## src/rtl/ifid_hazard_ctrl.sv

```systemverilog
// IF/ID hazard controller: decides PC/IF-ID/pipeline enables, flush and bubble
// for memory freezes, taken branches and load-use hazards.
module ifid_hazard_ctrl #(
  parameter int FLUSH_CYCLES = 1,
  parameter int CNT_W        = 16
) (
  input  logic             Clk,
  input  logic             Reset,
  input  logic [4:0]       ID_rs,
  input  logic [4:0]       ID_rt,
  input  logic             ID_UsesRt,
  input  logic             EX_MemRead,
  input  logic [4:0]       EX_rt,
  input  logic             Branch_Taken,
  input  logic             Mem_Busy,
  output logic             PCWrite,
  output logic             IFID_En,
  output logic             IFID_Read,
  output logic             IFID_Flush,
  output logic             IDEX_Bubble,
  output logic             Pipe_En,
  output logic [CNT_W-1:0] Stall_Count
);

  typedef enum logic [1:0] {START, RUN, FLUSH} state_t;

  localparam logic [3:0] FLUSH_INIT = 4'(FLUSH_CYCLES - 1);

  state_t           state_reg, state_next;
  logic [3:0]       flush_cnt_reg, flush_cnt_next;
  logic [CNT_W-1:0] stall_cnt_reg;
  logic             load_use;

  assign load_use = EX_MemRead && (EX_rt != 5'd0) &&
                    ((EX_rt == ID_rs) || (ID_UsesRt && (EX_rt == ID_rt)));

  always_comb begin
    state_next     = state_reg;
    flush_cnt_next = flush_cnt_reg;
    PCWrite        = 1'b1;
    IFID_En        = 1'b1;
    IFID_Flush     = 1'b0;
    IDEX_Bubble    = 1'b0;
    Pipe_En        = 1'b1;
    // Reset overrides the freeze so START outputs are visible while it is held.
    if (Mem_Busy && !Reset) begin
      PCWrite = 1'b0;
      IFID_En = 1'b0;
      Pipe_En = 1'b0;
    end else begin
      case (state_reg)
        START: begin
          IFID_Flush  = 1'b1;
          IDEX_Bubble = 1'b1;
          state_next  = RUN;
        end
        RUN: begin
          if (Branch_Taken) begin
            IFID_Flush  = 1'b1;
            IDEX_Bubble = 1'b1;
            if (FLUSH_CYCLES > 1) begin
              state_next     = FLUSH;
              flush_cnt_next = FLUSH_INIT;
            end
          end else if (load_use) begin
            PCWrite     = 1'b0;
            IFID_En     = 1'b0;
            IDEX_Bubble = 1'b1;
          end
        end
        FLUSH: begin
          IFID_Flush  = 1'b1;
          IDEX_Bubble = 1'b1;
          if (flush_cnt_reg <= 4'd1) begin
            state_next     = RUN;
            flush_cnt_next = 4'd0;
          end else begin
            flush_cnt_next = flush_cnt_reg - 4'd1;
          end
        end
        default: state_next = START;
      endcase
    end
  end

  assign IFID_Read   = IFID_En && !IFID_Flush;
  assign Stall_Count = stall_cnt_reg;

  always_ff @(posedge Clk or posedge Reset) begin
    if (Reset) begin
      state_reg     <= START;
      flush_cnt_reg <= 4'd0;
      stall_cnt_reg <= '0;
    end else begin
      state_reg     <= state_next;
      flush_cnt_reg <= flush_cnt_next;
      if (!PCWrite && (stall_cnt_reg != {CNT_W{1'b1}}))
        stall_cnt_reg <= stall_cnt_reg + {{(CNT_W-1){1'b0}}, 1'b1};
    end
  end

endmodule
```

## config.mk

```make
export PLATFORM = sky130hd
export DESIGN_NAME = ifid_hazard_ctrl
export DESIGN_NICKNAME = d
export VERILOG_FILES = /design/src/rtl/ifid_hazard_ctrl.sv
export SDC_FILE = /design/constraint.sdc
export NUM_CORES = 1
export LEC_CHECK = 0
export CORE_ASPECT_RATIO = 1.5
export CORE_MARGIN = 2
export CORE_UTILIZATION = 43
export CTS_BUF_LIST = sky130_fd_sc_hd__clkbuf_2
export DETAILED_ROUTE_END_ITERATION = 16
export GPL_ROUTABILITY_DRIVEN = 0
export PLACE_DENSITY = 0.81
export SLEW_MARGIN = 20
export SYNTH_ARGS = -nofsm -noshare
export SYNTH_HDL_FRONTEND = slang
export SYNTH_SLANG_ARGS = --single-unit
```

## constraint.sdc

```tcl
create_clock -name Clk -period 3 [get_ports Clk]
set_input_delay 0.75 -clock Clk [delete_from_list [all_inputs] [get_ports Clk]]
set_output_delay 0.75 -clock Clk [all_outputs]
set_load 0.05 [all_outputs]
```

Yosys cells after proc, flatten, opt, wreduce, memory -nomap -nowiden
Cells that the tools add are included.

Register bits: 22. Output and inout bits: 22. Word-level logic and storage cells: 44.

Magnitude comparators: 1. Bitwise logic cells: 2. Multiplexer cells: 15. Equal/unequal tests: 6. Reductions and logical operators: 15. Add/subtract/negate cells: 2.

Operators with widths (count): $add A16 B1 Y16 const B (1); $ne A16 B16 Y1 const B (1); $eq A5 B5 Y1 (2); $mux W1 (10); $logic_and A1 B1 Y1 (6); $pmux W2 S3 (1); $reduce_bool A5 Y1 (1); $le A4 B1 Y1 const B (1); $mux W4 (1); $pmux W1 S2 (2); $sub A4 B1 Y4 const B (1); $logic_not A1 Y1 (3); $reduce_and A3 Y1 (1); $eq A2 B1 Y1 const B (1); $eq A2 B2 Y1 const B (1); $logic_not A2 Y1 (1); $mux W2 (1); $ne A2 B2 Y1 const B (1); $not A1 Y1 (2); $reduce_and A2 Y1 (1); $reduce_or A2 Y1 (1); $logic_or A1 B1 Y1 (1).

Depth between registers and ports, before layout
Word-level depth: 10. Gate-level depth with buffers: 7. Mapped depth without buffers: 6.

Least setup slack after synthesis
No wires, ideal clock.

Path kind: input to output. Start point: input port EX_rt[1]. End point: output port PCWrite. Stages on the path: 7. Path buffers: 2. Data required time: 2.250 ns. Arrival time: 2.399 ns. Slack: -0.149 ns. Cell sequence: or4_1 > o21ai_1 > nand2b_1 > o21ai_4 > buf_6 > inv_1 > buf_4.

Cells in the longest elaborated chain, start to end: 8.

Ends and longest elaborated chain: from (decl) (RTL line 13) `input logic [4:0] EX_rt,`; $eq A5 B5 Y1 (RTL line 35) `((EX_rt == ID_rs) || (ID_UsesRt && (EX_rt == ID_rt)));`; $logic_and A1 B1 Y1 (RTL line 35); $logic_or A1 B1 Y1 (RTL line 35); $logic_and A1 B1 Y1 (*) (RTL line 34) `assign load_use = EX_MemRead && (EX_rt != 5'd0) &&`; $mux W1 (*) (4 in series); to (decl) (RTL line 16) `output logic PCWrite,`.

Mark *: on every way between the ends. The rest lies on a longest branch, timed or not.

Final worst setup path
Start point: input port ID_rt[2]. End point: output port IFID_En.

Cells in the longest elaborated chain, start to end: 8.

Ends and longest elaborated chain: from (decl) (RTL line 10) `input logic [4:0] ID_rt,`; $eq A5 B5 Y1 (RTL line 35); $logic_and A1 B1 Y1 (RTL line 35); $logic_or A1 B1 Y1 (RTL line 35); $logic_and A1 B1 Y1 (RTL line 34); $mux W1 (RTL line 65) `end else if (load_use) begin`; $mux W1 (RTL line 58) `if (Branch_Taken) begin`; $mux W1 (RTL line 51) `case (state_reg)`; $mux W1 (RTL line 46) `if (Mem_Busy && !Reset) begin`; to (decl) (RTL line 17) `output logic IFID_En,`.

Every way passes these cells.

==> impl_results.md <==
* Fin nets at 165
* Clock Latency Late Sink at 0.27 ns
* Syn Std Cell Area at 991 um2
* Placed Area at 1460 um2
* Diode count at 0
* FF/Latch Area at 425 um2
* All-layer global routing usage at 19.5%
* Post-DP HPWL at 1.87 mm
* Crit-path cells: dlygate4sd2_1 > xor2_1 > nor4_1 > a32oi_2 > o21ai_4 > clkinvlp_4 > buf_8
* Hold path start: state_reg[0]
* Number of fill cells at 187
* Synth-to-Final Area Change at 53.0%
* Kind of end point of the critical path: primary output
* Synthesized netlist cell count at 97
* Multi-input gate area at 574 um2
* Worst reg2reg setup slack at 0.93 ns
* Compound-gate portion of the synthesized area at 3.54%
* Clock transition at path regs at 0.15 ns
* Pre-antenna DRT Iters at 4
* Delay-heaviest family, CP: buffers and inverters
* Uppermost routed layer: met4
* Core area at 2210 um2
* Routed Antenna Nets at 0
* Worst Path Buf+Inv at 3
* HP Class: reg2reg
* Routed wl met3 at 165 um
* Initial DRC count at 21
* Hold Violations, Final at 0
* RSZ-0062 raised after global routing: false
* Worst reg2reg path endpoint: Stall_Count[1]
* Number of synthesized flops with an enable pin at 0
* Max reg flops at 16
* Commonest non-fill, non-tap cell in the layout: clkdlybuf4s50_1
* RR Startpoint: Stall_Count[5]
* Adder-Cell Fraction of Synth Area at 1.26%
* Critical path startpoint category: primary input
* Design area at 1520 um2
* Main combinational cell family by area after synthesis: simple AND/OR/NAND/NOR gates
* CP arrival at 2.19 ns
* DRC at 0
* Die height at 62.8 um
* Die area at 2710 um2
* Drt wl/cell at 14.1 um
* Mean Syn Cell Area at 10.2 um2
* Worst-path maximum fanout at 2
* VDD IR-drop max at 0.000303 V
* Critical Path RT at 2.25 ns
* First-pass GRT wire length at 4.07 mm
* Ratio of cells with drive above 1 in the final layout at 19.0%
* Grt total ovfl at 0
* Post-Synth XOR/XNOR Area at 22.1%
* Initial antenna violation count at 0
* Final slew viol count at 0
* Routed vias/inst at 5.40
* Rows at 21
* Largest net degree at the start of global routing at 18
* CP max-delay cell: nor4_1
* Root buf cell: clkbuf_2
* Reg2reg path depth at 6
* Lkg Pwr at 0.651 nW
* Sequential-to-total area share from yosys stat at 42.9%
* Setup Viol. Count Final at 0
* PwrDens at 528 nW/um2
* Clock sink count at 17
* Yosys Warn Count at 0
* Yosys reg bits at 17
* Tot Pwr at 800 uW
* Hold Slack at 0.490 ns
* Most frequent cells in the layout: clkdlybuf4s50_1, dfrtp_1, xnor2_1
* Die W at 43.2 um
* Status: finished clean
* Worst setup path class: in2out
* Drt total wl at 2.33 mm
* Post-synthesis mux area share at 1.14%
* Max incr delay on CP at 0.31 ns
* Placed insts at 161
* Hold Path Stages at 1
* Number of global-route vias before repair at 947
* Top_reg_cell synth: dfrtp_1
* CTS Buf Count at 3
* Distinct cells, synth at 28
* Post-synthesis simple-gate area fraction at 25.5%
* H-tree Lvls at 1
* Fmax at 340 MHz
* Final non-filler cell total at 165
* Post-synthesis async set-or-reset flop share at 100%
* Setup bufs post-CTS at 0
* Fin crit share at 98.0%
* Min-Delay Endpoint: state_reg[0]
* Actual slew at the worst max-slew pin at 0.667 ns
* Synthesized net count at 119
* Ports at 43
* Vias at 891
* Max Cap Viol at 0
* Met1 wire length at 801 um
* Port Buffer Count at 42
* CTS tree: yes
* Initial core utilization at 44.9%
* Routed length on met2 at 1.33 mm
* Max Root-Sink Buffers at 2
* Post-Route Skew at 0.00968 ns
* TNS Setup at 0 ns
* Slew headroom at 55.5%
* Final min period at 2.94 ns
-- synthesized netlist by cell type, types with 2 or more instances --
cell / instances / share of area, %
inv_1: 3 / 1.1
nor2_1: 5 / 1.9
dfrtp_1: 17 / 43
and3_1: 9 / 5.7
nand2b_1: 2 / 1.3
xor2_1: 9 / 8.0
nand3_1: 7 / 3.5
nand4_1: 7 / 4.4
nor2b_1: 2 / 1.3
xnor2_1: 16 / 14
nand2_1: 2 / 0.76
and4_1: 2 / 1.8
-- metrics by stage --
step	util (%)	setup slack, ns
finish	68.7	0.0600
global route	68.7	0.0168
CTS	68.7	0.00602
detailed placement	66.0	-0.310
global placement	66.0	-0.234
floorplan	-	0.0227
-- metal layers --
metal	global-route usage [%]	vias up
met3	3.47	2
li1	-	425
met4	6.06	0
met2	36.4	52
met5	0	-
met1	21.3	412
-- logic make-up after synthesis --
group | Yosys count
and+or+nand+nor | 43
adders and majority gates | 1
muxes | 1
buffers and inverters | 6
AOI/OAI and AO/OA | 4
xor gates and xnor gates | 25
DFF | 17
-- where the power goes --
group          internal, mW  switching (mW)  total (mW)
logic                 0.152           0.234       0.386
clock network        0.0354          0.0656       0.101
registers             0.267          0.0463       0.313
-- repair_timing --
item | in CTS | in global routing
hold buffers | 0 | 0
pin swaps | 6 | 5
endpoints found under the setup margin | 4 | 3
resized for setup | 23 | 8
-- final cells by class --
class	instances	share of cell area, %
clock buffer	4	1.32
inverter	3	0.990
multi-input combinational	74	37.9
sequential	17	28.1
tap	23	1.90
timing repair buffer	44	29.9
-- how the worst max path moves through the flow --
stage,from,end,slack (ns),cells past startpoint
after global routing,ID_rs[2],PCWrite,0.02,7
after floorplan,EX_rt[3],PCWrite,0.02,7
final,ID_rt[2],IFID_En,0.06,7
after detailed placement,EX_rt[3],IDEX_Bubble,-0.31,7
after global placement,EX_rt[1],PCWrite,-0.23,7
after CTS,EX_rt[1],PCWrite,0.006,7
(Power assumes the default switching activity.)
